$ cat src/rtl/pipe_pkg.sv
// Shared pipeline-boundary payload types and widths.
// Sizes the per-stage pipe_stage_skid registers.
package pipe_pkg;

  typedef enum logic [1:0] {
    RES_ALU = 2'd0,
    RES_MEM = 2'd1,
    RES_PC4 = 2'd2
  } result_src_e;

  // Control half: zeroed whenever the stage carries a bubble.
  typedef struct packed {
    logic        reg_write;
    result_src_e result_src;
    logic        mem_write;
    logic        branch;
    logic        jump;
    logic [1:0]  spare;
  } ctrl_t;

  typedef struct packed {
    logic [31:0] alu_result;
    logic [31:0] read_data;
    logic [4:0]  rd;
    logic [31:0] pc_plus4;
  } data_t;

  typedef struct packed {
    ctrl_t ctrl;
    data_t data;
  } ex_mem_t;

  typedef struct packed {
    ctrl_t ctrl;
    data_t data;
  } mem_wb_t;

  localparam int MEM_WB_CTRL_W = $bits(ctrl_t);
  localparam int MEM_WB_DATA_W = $bits(data_t);

endpackage

$ cat src/rtl/pipe_slot.sv
// One payload slot: valid flag plus control and data registers.
// Clear drops valid and control but keeps data; a bubble load does the same.
module pipe_slot #(
  parameter int CTRL_W = 8,
  parameter int DATA_W = 101
) (
  input  logic              clk,
  input  logic              rst_n,
  input  logic              load,
  input  logic              clear,
  input  logic              next_valid,
  input  logic [CTRL_W-1:0] next_ctrl,
  input  logic [DATA_W-1:0] next_data,
  output logic              valid,
  output logic [CTRL_W-1:0] ctrl,
  output logic [DATA_W-1:0] data
);

  always_ff @(posedge clk or negedge rst_n) begin
    if (!rst_n) begin
      valid <= 1'b0;
      ctrl  <= '0;
      data  <= '0;
    end else if (clear) begin
      valid <= 1'b0;
      ctrl  <= '0;
    end else if (load) begin
      valid <= next_valid;
      if (next_valid) begin
        ctrl <= next_ctrl;
        data <= next_data;
      end else begin
        ctrl <= '0;
      end
    end
  end

endmodule

$ cat src/rtl/pipe_stage_skid.sv
// Pipeline-boundary register with valid/ready handshake, stall, flush
// and an optional one-entry skid buffer that registers o_ready.
module pipe_stage_skid
  import pipe_pkg::*;
#(
  parameter int CTRL_W = MEM_WB_CTRL_W,
  parameter int DATA_W = MEM_WB_DATA_W,
  parameter int SKID   = 1
) (
  input  logic              i_clk,
  input  logic              i_rst_n,
  input  logic              i_valid,
  output logic              o_ready,
  input  logic [CTRL_W-1:0] i_ctrl,
  input  logic [DATA_W-1:0] i_data,
  input  logic              i_flush,
  output logic              o_valid,
  input  logic              i_ready,
  output logic [CTRL_W-1:0] o_ctrl,
  output logic [DATA_W-1:0] o_data,
  output logic [1:0]        o_count
);

  // Handshake: a beat moves on an edge where valid & ready are both high on that
  // side; a stalled producer must hold valid and payload until it is accepted.
  logic              in_beat;
  logic              out_beat;
  logic              m_take;
  logic              m_valid;
  logic [CTRL_W-1:0] m_ctrl;
  logic [DATA_W-1:0] m_data;
  logic              m_next_valid;
  logic [CTRL_W-1:0] m_next_ctrl;
  logic [DATA_W-1:0] m_next_data;
  logic              s_valid;
  logic [CTRL_W-1:0] s_ctrl;
  logic [DATA_W-1:0] s_data;
  logic              s_load;
  logic              s_next_valid;
  logic [1:0]        count_q;

  assign in_beat  = i_valid & o_ready;
  assign out_beat = m_valid & i_ready;
  assign m_take   = ~m_valid | i_ready;

  // The skid entry is older than anything arriving now, so it refills M first.
  always_comb begin
    m_next_valid = in_beat;
    m_next_ctrl  = i_ctrl;
    m_next_data  = i_data;
    if (s_valid) begin
      m_next_valid = 1'b1;
      m_next_ctrl  = s_ctrl;
      m_next_data  = s_data;
    end
    s_load       = m_take ? s_valid : in_beat;
    s_next_valid = in_beat;
  end

  pipe_slot #(
    .CTRL_W(CTRL_W),
    .DATA_W(DATA_W)
  ) u_main (
    .clk       (i_clk),
    .rst_n     (i_rst_n),
    .load      (m_take),
    .clear     (i_flush),
    .next_valid(m_next_valid),
    .next_ctrl (m_next_ctrl),
    .next_data (m_next_data),
    .valid     (m_valid),
    .ctrl      (m_ctrl),
    .data      (m_data)
  );

  generate
    if (SKID != 0) begin : g_skid
      logic ready_q;

      pipe_slot #(
        .CTRL_W(CTRL_W),
        .DATA_W(DATA_W)
      ) u_skid (
        .clk       (i_clk),
        .rst_n     (i_rst_n),
        .load      (s_load),
        .clear     (i_flush),
        .next_valid(s_next_valid),
        .next_ctrl (i_ctrl),
        .next_data (i_data),
        .valid     (s_valid),
        .ctrl      (s_ctrl),
        .data      (s_data)
      );

      // Mirrors ~s_valid one edge late-free: updated together with the skid slot.
      always_ff @(posedge i_clk or negedge i_rst_n) begin
        if (!i_rst_n) begin
          ready_q <= 1'b1;
        end else if (i_flush) begin
          ready_q <= 1'b1;
        end else if (s_load) begin
          ready_q <= ~s_next_valid;
        end
      end

      assign o_ready = ready_q;
    end else begin : g_single
      assign s_valid = 1'b0;
      assign s_ctrl  = '0;
      assign s_data  = '0;
      assign o_ready = i_ready | ~m_valid;
    end
  endgenerate

  always_ff @(posedge i_clk or negedge i_rst_n) begin
    if (!i_rst_n) begin
      count_q <= 2'd0;
    end else if (i_flush) begin
      count_q <= 2'd0;
    end else if (in_beat && !out_beat) begin
      count_q <= count_q + 2'd1;
    end else if (!in_beat && out_beat) begin
      count_q <= count_q - 2'd1;
    end
  end

  assign o_valid = m_valid;
  assign o_ctrl  = m_valid ? m_ctrl : '0;
  assign o_data  = m_data;
  assign o_count = count_q;

`ifndef SYNTHESIS
  a_hold_when_stalled : assert property (
    @(posedge i_clk) disable iff (!i_rst_n || i_flush)
      (i_valid && !o_ready) |=> (!i_valid || ($stable(i_ctrl) && $stable(i_data)))
  ) else $error("upstream changed payload while back-pressured");
`endif

endmodule

$ cat config.mk
export PLATFORM = sky130hd
export DESIGN_NAME = pipe_stage_skid
export DESIGN_NICKNAME = d
export VERILOG_FILES = /design/src/rtl/pipe_pkg.sv /design/src/rtl/pipe_slot.sv /design/src/rtl/pipe_stage_skid.sv
export SDC_FILE = /design/constraint.sdc
export NUM_CORES = 1
export LEC_CHECK = 0
export ABC_AREA = 1
export CAP_MARGIN = 20
export CORE_MARGIN = 3
export CORE_UTILIZATION = 50
export CTS_BUF_LIST = sky130_fd_sc_hd__clkbuf_8
export DETAILED_ROUTE_END_ITERATION = 8
export PLACE_DENSITY = 0.84
export SYNTH_ARGS = -nofsm -noshare
export SYNTH_HDL_FRONTEND = slang
export SYNTH_SLANG_ARGS = --single-unit
export TNS_END_PERCENT = 20
$ cat constraint.sdc
create_clock -name i_clk -period 2.6 [get_ports i_clk]
set_input_delay 0.39 -clock i_clk [delete_from_list [all_inputs] [get_ports i_clk]]
set_output_delay 0.39 -clock i_clk [all_outputs]
set_load 0.01 [all_outputs]
==> impl_metrics.sql <==
INSERT INTO impl_metrics (metric_group, metric, value, unit) VALUES
('run', 'maxCapViolations', '0', ''),
('power', 'p_leak', '6.53', 'nW'),
('clocking', 'root_buffer_master', 'clkbuf_8', ''),
('clocking', 'cts_inserted_buffers', '39', ''),
('power', 'areal_power_density_over_the_cells', '806', 'mW/mm2'),
('place', 'dp_slack', '0.319', 'ns'),
('timing', 'worst_clock_skew', '0.0125', 'ns'),
('finish', 'nets', '1446', ''),
('timing', 'post_layout_worst_setup_margin', '0.381', 'ns'),
('routing', 'via_per_inst', '5.03', ''),
('critical_path', 'worst_path_largest_cell_delay', '0.57', 'ns'),
('critical_path', 'rr_startpoint', 'u_main.valid', ''),
('logic_synthesis', 'post_synth_main_area_contributors', 'dfrtp_1, nand2_1, o21ai_2', ''),
('critical_path', 'cp.required', '2.21', 'ns'),
('min_path', 'timing.hold.worst.class', 'input port to async pin', ''),
('timing', 'rsz0062_at_grt', 'no', ''),
('finish', 'filler_cell_count', '1555', ''),
('critical_path', 'cp_data_arrival_time', '1.83', 'ns'),
('critical_path', 'worstSetupEndpointType', 'primary output', ''),
('finish', 'antennaDiodeCount', '0', ''),
('clocking', 'cts.sinks', '223', ''),
('routing', 'ant_nets', '0', ''),
('place', 'routabilityCongestion', '0.762', ''),
('logic_synthesis', 'synth_unique_cells', '21', ''),
('floorplanning', 'ios', '227', ''),
('finish', 'area_growth_syn_to_layout', '31.2', '%'),
('global_routing', 'via_count_of_the_first_global_routing_pass', '8225', ''),
('timing', 'maxSlewViolCount', '0', ''),
('logic_synthesis', 'synth-seq-area-share', '55.6', '%'),
('logic_synthesis', 'synth.ff_latch_count', '223', ''),
('critical_path', 'reg2reg_setup_slack', '0.58', 'ns'),
('timing', 'timing.final.crit_share', '85.3', '%'),
('clocking', 'cts_htree_levels', '2', ''),
('power', 'p_total', '0.0106', 'W'),
('global_routing', 'grt_antenna_before_repair', '1', ''),
('global_routing', 'grt_start_max_net_pins', '149', ''),
('timing', 'finalHoldViolCount', '0', ''),
('logic_synthesis', 'syn-num-nets', '1233', ''),
('clocking', 'clk_pin_slew_worst_paths', '0.06', 'ns'),
('routing', 'totalWireLength', '24300', 'um'),
('floorplanning', 'die_h', '148', 'um'),
('place', 'dp.final_hpwl', '15800', 'um'),
('floorplanning', 'die_width', '148', 'um'),
('global_routing', 'globalRoute.totalOverflow', '0', ''),
('critical_path', 'worstSetupStartpointType', 'flop', ''),
('logic_synthesis', 'yosysTopAreaCellShare', '55.3', '%'),
('logic_synthesis', 'synthCells', '1119', ''),
('timing', 'period_minus_slack', '2.22', 'ns'),
('routing', 'detailroute.via_count', '8161', ''),
('clocking', 'ctsLongestPathBuffers', '3', ''),
('floorplanning', 'die_area', '0.0218', 'mm2'),
('routing', 'detail_route.iter0.violations', '427', ''),
('clocking', 'worstSkewPairLatency', '0.51', 'ns'),
('floorplanning', 'initial_core_util', '51.3', '%'),
('outcome', 'status', 'complete, no violations', ''),
('clocking', 'clock_tree_from_tritoncts', 'built', ''),
('finish', 'most_frequent_cells_in_the_layout', 'nand2_1, clkdlybuf4s50_1, dfrtp_1, o21ai_0, o21ai_2', ''),
('place', 'buffer_ports.inserted', '226', ''),
('timing', 'setup_violations', '0', ''),
('critical_path', 'worst-setup-path-type', 'flop to primary output', ''),
('global_routing', 'global_route_wire_length_before_repair', '40600', 'um'),
('timing', 'timing.fmax', '0.451', 'GHz'),
('timing', 'timing.max_slew.rel_slack', '52.7', '%'),
('finish', 'layout_commonest_cell', 'nand2_1', ''),
('finish', 'postLayoutCellArea', '0.0132', 'mm2'),
('routing', 'route.detailed.drc', '0', ''),
('critical_path', 'ff2ff_path_depth', '7', ''),
('critical_path', 'r2r-end', 'u_main.data[69]', ''),
('finish', 'drive_above_1_share', '18.0', '%'),
('critical_path', 'critical_path_peak_fanout', '11', ''),
('logic_synthesis', 'warning_count_from_the_yosys_run', '0', '');
[state kept, by name, indices dropped and copies added (netlist names)]
signal,flops
u_main.valid,1
g_skid.u_skid.data,101
u_main.ctrl,8
o_ready,1
o_count,2
g_skid.u_skid.ctrl,8
u_main.data,101
g_skid.u_skid.valid,1
[per-stage QoR]
step,util (%),hold WS [ns],cells
global route,67.3,0.406,1622
floorplan,-,0.0944,1119
global placement,63.1,0.393,1555
detailed placement,63.1,0.393,1555
finish,67.3,0.423,1622
CTS,67.3,0.383,1622
[report_power, final]
group | switching [W] | total (W) | leakage, nW | internal (W)
combinational | 0.00116 | 0.00251 | 3.24 | 0.00134
clock | 0.00137 | 0.00326 | 0.453 | 0.00188
sequential | 0.000491 | 0.00485 | 2.84 | 0.00436
total | 0.00303 | 0.0106 | 6.53 | 0.00759
[per-layer routing]
| metal | share of wire (%) | track usage, % | wire [um] |
|---|---|---|---|
| met5 | 0.053 | 0 | 13 |
| met4 | 3.1 | 8.81 | 752 |
| met3 | 6.0 | 5.18 | 1450 |
| met2 | 48 | 37.8 | 11700 |
| met1 | 43 | 28.7 | 10400 |
[cell families after synthesis]
group | after synthesis | synth area share (%)
and+or+nand+nor | 513 | 21.4
buffers and inverters | 124 | 6.83
AOI/OAI and AO/OA | 259 | 16.2
DFF | 223 | 55.6
[area by class of cell]
class | instances | area [um2] | share of cell area, %
tap | 265 | 332 | 2.52
clock inverter | 17 | 123 | 0.931
sequential | 223 | 5580 | 42.4
timing repair buffer | 243 | 2470 | 18.8
multi-input combinational | 772 | 3790 | 28.8
clock buffer | 49 | 674 | 5.12
inverter | 53 | 201 | 1.53
[how the worst max path moves through the flow]
stage / startpoint / end / slack (ns) / cells after the start
after floorplan: u_main.valid / u_main.data[2] / 1.17 / 10
after CTS: u_main.valid / o_ctrl[1] / 0.32 / 3
after global routing: u_main.valid / o_ctrl[5] / 0.24 / 3
after global placement: i_ready / u_main.data[50] / 0.43 / 7
after detailed placement: i_ready / u_main.data[69] / 0.32 / 7
final: u_main.valid / o_ctrl[1] / 0.38 / 3
[repair_timing]
item                      4_1_cts  5_1_grt
resized for setup               0        0
hold buffers                    1        0
hold endpoints to repair       63        0
[Yosys cell counts (all sizes together)]
cell	number
o21ai	257
nor2	5
a21oi	1
nand2	426
buf	47
or2	72
clkinv	1
dfrtp	222
dfstp	1
clkbuf	24
inv	52
a31oi	1
nand3	10
[worst max-delay path, delay by kind of cell (launching register included)]
kind,cells,cell delay (ns)
buffers and inverters,2,0.63
DFF,1,0.57
and+or+nand+nor,1,0.13
(Power assumes the default switching activity.)
